<file path="src/rtl/row_compressor_stream.sv">
// Streaming row compressor: accepts one row per handshake and emits its non-zero words, lowest index first.
// Optional ROW_COMPRESSOR_ZERO_BEAT_EN: an all-zero row emits a single zero beat instead of no beat.
module row_compressor_stream #(
    parameter int WORD_WIDTH   = 8,
    parameter int MAX_R_SIZE   = 4,
    parameter int R_DIST_WIDTH = 2,
    parameter int R_CNT_WIDTH  = 3
) (
    input  logic                             clk,
    input  logic                             reset,
    input  logic                             in_valid,
    output logic                             in_ready,
    input  logic [WORD_WIDTH*MAX_R_SIZE-1:0] data_in,
    output logic                             out_valid,
    input  logic                             out_ready,
    output logic [WORD_WIDTH-1:0]            data_out,
    output logic [R_DIST_WIDTH-1:0]          idx_out,
    output logic                             out_last,
    output logic [R_CNT_WIDTH-1:0]           nz_count,
    output logic                             row_empty
);

    typedef enum logic {IDLE, DRAIN} state_t;

    state_t                  state_reg;
    logic [WORD_WIDTH-1:0]   row_reg [MAX_R_SIZE];
    logic [WORD_WIDTH-1:0]   in_word [MAX_R_SIZE];
    logic [MAX_R_SIZE-1:0]   in_mask;
    logic [MAX_R_SIZE-1:0]   mask_reg;
    logic [MAX_R_SIZE-1:0]   mask_next;
    logic [R_CNT_WIDTH-1:0]  in_count;
    logic [R_CNT_WIDTH-1:0]  nz_count_reg;
    logic                    row_empty_reg;
    logic                    zero_beat_reg;
    logic [R_DIST_WIDTH-1:0] sel_idx;
    logic                    last_one;
    logic                    fire;
    logic                    accept;

    genvar gi;
    generate
        for (gi = 0; gi < MAX_R_SIZE; gi++) begin : g_unpack
            assign in_word[gi] = data_in[WORD_WIDTH*gi +: WORD_WIDTH];
            assign in_mask[gi] = |in_word[gi];
        end
    endgenerate

    always_comb begin
        in_count = '0;
        for (int i = 0; i < MAX_R_SIZE; i++) begin
            in_count = in_count + R_CNT_WIDTH'(in_mask[i]);
        end
    end

    // Priority detector: scanning downward leaves the lowest set bit selected.
    always_comb begin
        sel_idx = '0;
        for (int i = MAX_R_SIZE - 1; i >= 0; i--) begin
            if (mask_reg[i]) begin
                sel_idx = R_DIST_WIDTH'(i);
            end
        end
    end

    // Clearing the lowest set bit also tells us whether it was the only one left.
    assign mask_next = mask_reg & (mask_reg - MAX_R_SIZE'(1));
    assign last_one  = (mask_reg != '0) && (mask_next == '0);

    assign out_valid = (state_reg == DRAIN);
    assign out_last  = out_valid && (zero_beat_reg || last_one);
    assign data_out  = out_valid ? row_reg[sel_idx] : '0;
    assign idx_out   = out_valid ? sel_idx : '0;
    assign fire      = out_valid && out_ready;
    assign in_ready  = (state_reg == IDLE) || (fire && out_last);
    assign accept    = in_valid && in_ready;
    assign nz_count  = nz_count_reg;
    assign row_empty = row_empty_reg;

    always_ff @(posedge clk) begin
        if (reset) begin
            state_reg     <= IDLE;
            mask_reg      <= '0;
            nz_count_reg  <= '0;
            row_empty_reg <= 1'b0;
            zero_beat_reg <= 1'b0;
            for (int i = 0; i < MAX_R_SIZE; i++) begin
                row_reg[i] <= '0;
            end
        end else begin
            row_empty_reg <= 1'b0;
            if (accept) begin
                // Covers both IDLE accepts and the overlap with the last beat of the previous row.
                for (int i = 0; i < MAX_R_SIZE; i++) begin
                    row_reg[i] <= in_word[i];
                end
                mask_reg     <= in_mask;
                nz_count_reg <= in_count;
                if (in_mask != '0) begin
                    state_reg     <= DRAIN;
                    zero_beat_reg <= 1'b0;
                end else begin
                    row_empty_reg <= 1'b1;
`ifdef ROW_COMPRESSOR_ZERO_BEAT_EN
                    state_reg     <= DRAIN;
                    zero_beat_reg <= 1'b1;
`else
                    state_reg     <= IDLE;
                    zero_beat_reg <= 1'b0;
`endif
                end
            end else if (fire) begin
                mask_reg      <= mask_next;
                zero_beat_reg <= 1'b0;
                if (out_last) begin
                    state_reg <= IDLE;
                end
            end
        end
    end

endmodule
</file>
<file path="config.mk">
export PLATFORM = sky130hd
export DESIGN_NAME = row_compressor_stream
export DESIGN_NICKNAME = d
export VERILOG_FILES = /design/src/rtl/row_compressor_stream.sv
export SDC_FILE = /design/constraint.sdc
export NUM_CORES = 1
export LEC_CHECK = 0
export BUFFER_PORTS_ARGS = -buffer_cell sky130_fd_sc_hd__buf_2
export CAP_MARGIN = 20
export CORE_UTILIZATION = 40
export CTS_CLUSTER_SIZE = 40
export DETAILED_ROUTE_END_ITERATION = 12
export PLACE_DENSITY = 0.66
export SETUP_SLACK_MARGIN = 0.02
export SLEW_MARGIN = 10
export SYNTH_ARGS = -nofsm -noshare
export SYNTH_HDL_FRONTEND = slang
export SYNTH_SLANG_ARGS = --single-unit
</file>
<file path="constraint.sdc">
create_clock -name clk -period 4.4 [get_ports clk]
set_input_delay 0.88 -clock clk [delete_from_list [all_inputs] [get_ports clk]]
set_output_delay 0.88 -clock clk [all_outputs]
set_load 0.05 [all_outputs]
</file>
# ---- Yosys cells after proc, flatten, opt, wreduce, memory -nomap -nowiden
# Memories as Yosys holds them, arrays and structs flattened.
# Index checks and enable logic that the tools add are counted.
dict set report word_totals {
  in_bits 36
  word_cells 55
  out_inout_bits 17
  regBits 9
  mem_count 1
  mem_bits_rw 32
}
dict set report classes {
  add_sub_neg 4
  reduce_logical 17
  n_bitwise 7
  mux 22
}
# name depth word_bits rd rd_clocked_by_memory_dff write_ports line_no
set mem_list {}
lappend mem_list {row_reg 4 8 1 0 4 26} ;# logic [WORD_WIDTH-1:0] row_reg [MAX_R_SIZE];
# operator n
set op_table {}
lappend op_table {{2-to-1 mux 8 bit} 5}
lappend op_table {{OR reduction 8 bit} 4}
lappend op_table {{2-to-1 mux 1 bit} 10}
lappend op_table {{2-to-1 mux 2 bit} 5}
lappend op_table {{2-to-1 mux 4 bit} 2}
lappend op_table {{nonzero test 4 bit} 2}
lappend op_table {{logical AND 1 bit} 5}
lappend op_table {{bitwise AND 4 bit} 1}
lappend op_table {{logical NOT 4 bit} 1}
lappend op_table {{OR 1 bit} 4}
lappend op_table {{nonzero test 2 bit} 2}
lappend op_table {{subtractor 4 x 1 -> 4 bit (second input constant)} 1}
lappend op_table {{adder 2 x 1 -> 3 bit} 1}
lappend op_table {{adder 3 x 1 -> 3 bit} 1}
lappend op_table {{adder 1 x 1 -> 2 bit} 1}
lappend op_table {{NOT 1 bit} 2}
lappend op_table {{AND reduction 2 bit} 1}
lappend op_table {{OR reduction 2 bit} 1}
lappend op_table {{logical OR 1 bit} 1}

# ---- Longest topological paths before layout
dict set report depth {
  word_depth 12
  ltp_mapped 9
  mapped_depth_nobuf 9
}

# ---- Worst setup path before layout
# Ideal clock, no wire load.
dict set report synth_path {
  path_kind {register to output}
  from {reg state_reg, in the netlist out_valid}
  to {out idx_out[1]}
  t_required_ns 3.520
  stages_incl_launch_ff 3
  setup_slack_ns 1.156
  t_arrival_ns 2.364
  path_cell_list {dfxtp_1 > inv_1 > nor4_1}
}
dict set report synth_between {
  elab_chain_cells 1
}
# element line_no
set synth_rtl {}
lappend synth_rtl {{start: declaration} 25} ;# state_t state_reg;
lappend synth_rtl {{start signal: assignment} 81} ;# state_reg <= IDLE;
lappend synth_rtl {{start signal: assignment} 99} ;# state_reg <= DRAIN;
lappend synth_rtl {{start signal: assignment} 107} ;# state_reg <= IDLE;
lappend synth_rtl {{2-to-1 mux 2 bit} 72} ;# assign idx_out = out_valid ? sel_idx : '0;
lappend synth_rtl {{end: declaration} 17} ;# output logic [R_DIST_WIDTH-1:0] idx_out,
# No other way between the ends.

# ---- Worst setup path after layout
dict set report layout_path {
  from {reg mask_reg[2]}
  to {out data_out[4]}
}
dict set report layout_between {
  elab_chain_cells 5
}
# element line_no
set layout_rtl {}
lappend layout_rtl {{start: declaration} 29} ;# logic [MAX_R_SIZE-1:0] mask_reg;
lappend layout_rtl {{start signal: assignment} 96} ;# mask_reg <= in_mask;
lappend layout_rtl {{start signal: assignment} 112} ;# mask_reg <= mask_next;
lappend layout_rtl {{2-to-1 mux 2 bit (3 in a row)} 59} ;# if (mask_reg[i]) begin
lappend layout_rtl {{memory read (4 x 8 bit)} --}
lappend layout_rtl {{2-to-1 mux 8 bit} 71} ;# assign data_out = out_valid ? row_reg[sel_idx] : '0;
lappend layout_rtl {{end: declaration} 16} ;# output logic [WORD_WIDTH-1:0] data_out,
# No other way between the ends.

==> reports/summary.json <==
{
  "r2r_setup_slack_ns": 1.66,
  "synth.area.top_cells": "sky130_fd_sc_hd__edfxtp_1 46%, sky130_fd_sc_hd__and2_1 12%, sky130_fd_sc_hd__dfxtp_1 8.6%",
  "path_max_fanout": 7,
  "cts_setup_buffers": 0,
  "design.core.area_mm2": 0.00507,
  "vias": 1420,
  "max-clock-path-buffers": 2,
  "synth_cell_types": 35,
  "yosysSeqAreaShare_pct": 54.2,
  "tritoncts": "yes",
  "first_global_vias": 1434,
  "grt_remaining_overflow": 0,
  "worstSetupEndpointType": "output pin",
  "r2r.worst_path.cells": 5,
  "grt_usage_pct": 17.5,
  "dieHeight_um": 74.5,
  "post-synth-top-area-cell": "sky130_fd_sc_hd__edfxtp_1",
  "cts.htree.levels": 2,
  "largest_reg_flops": 32,
  "post_synth.cell_area_avg_um2": 12.9,
  "cts_made_buffers": 5,
  "timing.hold.ws_ns": 0.460,
  "design.final.nets": 257,
  "multi_input_area_um2": 881,
  "place.gp.congestion": 0.762,
  "synth_warnings": 0,
  "synth-edff-count": 32,
  "fmax_ghz": 0.310,
  "root_buffer": "sky130_fd_sc_hd__clkbuf_8",
  "mappedNetlistArea_mm2": 0.00210,
  "critPathRequiredTime_ns": 3.52,
  "synth_top_cells_by_count": "40 x sky130_fd_sc_hd__and2_1, 32 x sky130_fd_sc_hd__edfxtp_1, 11 x sky130_fd_sc_hd__nand2_1",
  "cts_hold_repair.buffers": 0,
  "critical_path.reg2reg.endpoint": "row_reg[0][5]$_SDFFCE_PN0P_",
  "synth_top_family_by_area": "simple AND/OR/NAND/NOR gates",
  "vias_per_cell": 4.93,
  "netlist_instances": 163,
  "rows": 26,
  "whs_endpoint": "nz_count[0]$_SDFFE_PP0P_",
  "tightestPinTransition_ns": 1.04,
  "post_synth_mux_area_share_pct": 11.9,
  "worst_r2r_start": "mask_reg[0]$_SDFFE_PP0P_",
  "rsz0062_at_grt": "no",
  "synth-compound-area-share_pct": 4.99,
  "postSynthRegisterBits": 41,
  "ys.flop_type": "sky130_fd_sc_hd__edfxtp_1",
  "numPortBuffers": 52,
  "criticalPathCategory": "flip-flop to output pin",
  "synthSimpleGateAreaFrac_pct": 21.8,
  "min_from": "nz_count[0]$_SDFFE_PP0P_",
  "post-route-period-util_pct": 73.3,
  "drive_gt1_share_pct": 34.4,
  "result_of_the_run": "completed",
  "drtPass1Iterations": 4,
  "top_level_ports": 53,
  "final-max-slew-violation-count": 0,
  "grt_pass1_wl_um": 6910,
  "synthToLayoutAreaGrowth_pct": 18.6,
  "report.final.setup_viol": 0,
  "route.detailed.wl_per_inst_um": 15.3,
  "dr.first_iter.drc_count": 64,
  "wirelength_um": 4420,
  "cts_repair_resized_insts": 0,
  "irDropWorstVdd_v": 0.000128,
  "setup_tns_ns": 0,
  "critPathLaunchType": "flip-flop",
  "synth_xor_area_share_pct": 0.416,
  "synth_most_common_cell": "sky130_fd_sc_hd__and2_1",
  "max-slew-margin-rel_pct": 30.4,
  "timing.final.hold_violations": 0,
  "ant_nets_after_route": 0,
  "pwr_density_cell_mw_per_mm2": 350,
  "n_antenna_cell": 0,
  "async_s_r_ff_share_synth_pct": 0,
  "grt_antenna_before_repair": 0,
  "die_area_mm2": 0.00556,
  "timing.max_cap.violations": 0,
  "drt_drc_violations_left": 0,
  "clock_sinks": 41,
  "timing.final.crit_period_ns": 3.22,
  "total_leakage_power_nw": 1.03,
  "crit_arrival_ns": 2.34,
  "synth-adder-area-share_pct": 2.73,
  "floorplan.die.width_um": 74.5,
  "clk_latency_ns": 0.29,
  "post-synth-top-area-fraction_pct": 45.7,
  "syn-num-nets": 203,
  "timing.hold.worst.class": "flip-flop to flip-flop",
  "initial_util_pct": 41.5,
  "fillers": 512,
  "grt_max_degree": 35,
  "hold_depth": 2,
  "post_cts_clock_slew_at_the_launch_and_capture_registers_of_the_worst_setup_and_hold_paths_ns": 0.08,
  "layout.area.seq_mm2": 0.00114,
  "worst_clock_skew_ns": 0.00954,
  "dp_hpwl_um": 3380
}
-- worst max-delay path, stage by stage, from the launching register on --
cell and delay (ns):
sky130_fd_sc_hd__dfxtp_1 0.47, sky130_fd_sc_hd__nor2b_1 0.08, sky130_fd_sc_hd__o21bai_1 0.36, sky130_fd_sc_hd__buf_4 0.27, sky130_fd_sc_hd__mux4_2 0.50, sky130_fd_sc_hd__and2_1 0.16, sky130_fd_sc_hd__buf_2 0.20
-- report_power, final --
part / switching (W) / internal (W) / total [W] / leakage, nW
clock: 0.000124 / 0.000107 / 0.000231 / 0.0430
sequential: 0.0000181 / 0.000453 / 0.000471 / 0.421
combinational: 0.000102 / 0.0000692 / 0.000171 / 0.569
total: 0.000244 / 0.000629 / 0.000873 / 1.03
-- cell type report --
type	instances	share of cell area [%]
flip-flops and latches	41	45.7
well taps	70	3.51
repair buffers	54	11.0
clock buffers	5	2.76
inverters	8	1.20
clock inverters	3	0.501
multi-input cells	107	35.3
-- worst max-delay path by stage --
| stage | startpoint | end | slack [ns] | cells past startpoint |
|---|---|---|---|---|
| after floorplan | out_valid$_SDFFE_PP0P_ | idx_out[1] | 1.16 | 2 |
| after global placement | data_in[5] | nz_count[1]$_SDFFE_PP0P_ | 1.39 | 9 |
| after detailed placement | data_in[5] | nz_count[1]$_SDFFE_PP0P_ | 1.38 | 9 |
| after CTS | mask_reg[2]$_SDFFE_PP0P_ | data_out[6] | 1.15 | 6 |
| after global routing | mask_reg[2]$_SDFFE_PP0P_ | data_out[6] | 1.02 | 6 |
| final | mask_reg[2]$_SDFFE_PP0P_ | data_out[4] | 1.18 | 6 |
-- per-layer routing --
metal | global-route usage, % | share of wire [%] | wire [µm] | vias to the layer above
met4 | 5.66 | 1.4 | 61 | 0
met1 | 21.5 | 43 | 1920 | 682
li1 | - | - | - | 697
met5 | 0 | 0 | 0 | -
met2 | 31.1 | 50 | 2220 | 34
met3 | 2.98 | 4.8 | 214 | 7
-- metrics by stage --
stage / worst slack (ns) / cells / power, W / area, µm² / utilization [%]
final: 1.18 / 288 / 0.000873 / 2500 / 49.2
after global routing: 1.02 / 288 / 0.000909 / 2500 / 49.2
after CTS: 1.15 / 288 / 0.000881 / 2500 / 49.2
after detailed placement: 1.38 / 280 / 0.000653 / 2410 / 47.6
after global placement: 1.39 / 280 / 0.000650 / 2410 / 47.6
after floorplan: 1.16 / 163 / 0.000601 / 2100 / -
-- placed cells by master, fill, tap and decap left out, types with 2 or more instances in the layout --
master	synthesis	layout
sky130_fd_sc_hd__edfxtp_1	32	32
sky130_fd_sc_hd__mux2i_1	7	7
sky130_fd_sc_hd__nor4_1	5	5
sky130_fd_sc_hd__buf_2	3	52
sky130_fd_sc_hd__ha_1	3	3
sky130_fd_sc_hd__buf_4	0	2
sky130_fd_sc_hd__and2_1	40	40
sky130_fd_sc_hd__nand2_1	11	11
sky130_fd_sc_hd__mux4_2	8	8
sky130_fd_sc_hd__clkbuf_8	0	5
sky130_fd_sc_hd__or4_1	4	4
sky130_fd_sc_hd__clkinv_1	1	3
sky130_fd_sc_hd__nor4b_2	3	3
sky130_fd_sc_hd__nor2_1	7	7
sky130_fd_sc_hd__dfxtp_1	9	9
sky130_fd_sc_hd__inv_1	7	7
-- cell families (layout without fill, tap and decap cells) --
family / Yosys count / in the layout
simple gates: 75 / 75
flops: 41 / 41
mux: 15 / 15
buf+inv: 15 / 70
compound gates: 12 / 12
fa+ha+maj: 4 / 4
xor+xnor: 1 / 1
Power figures use the tool's default switching activity.
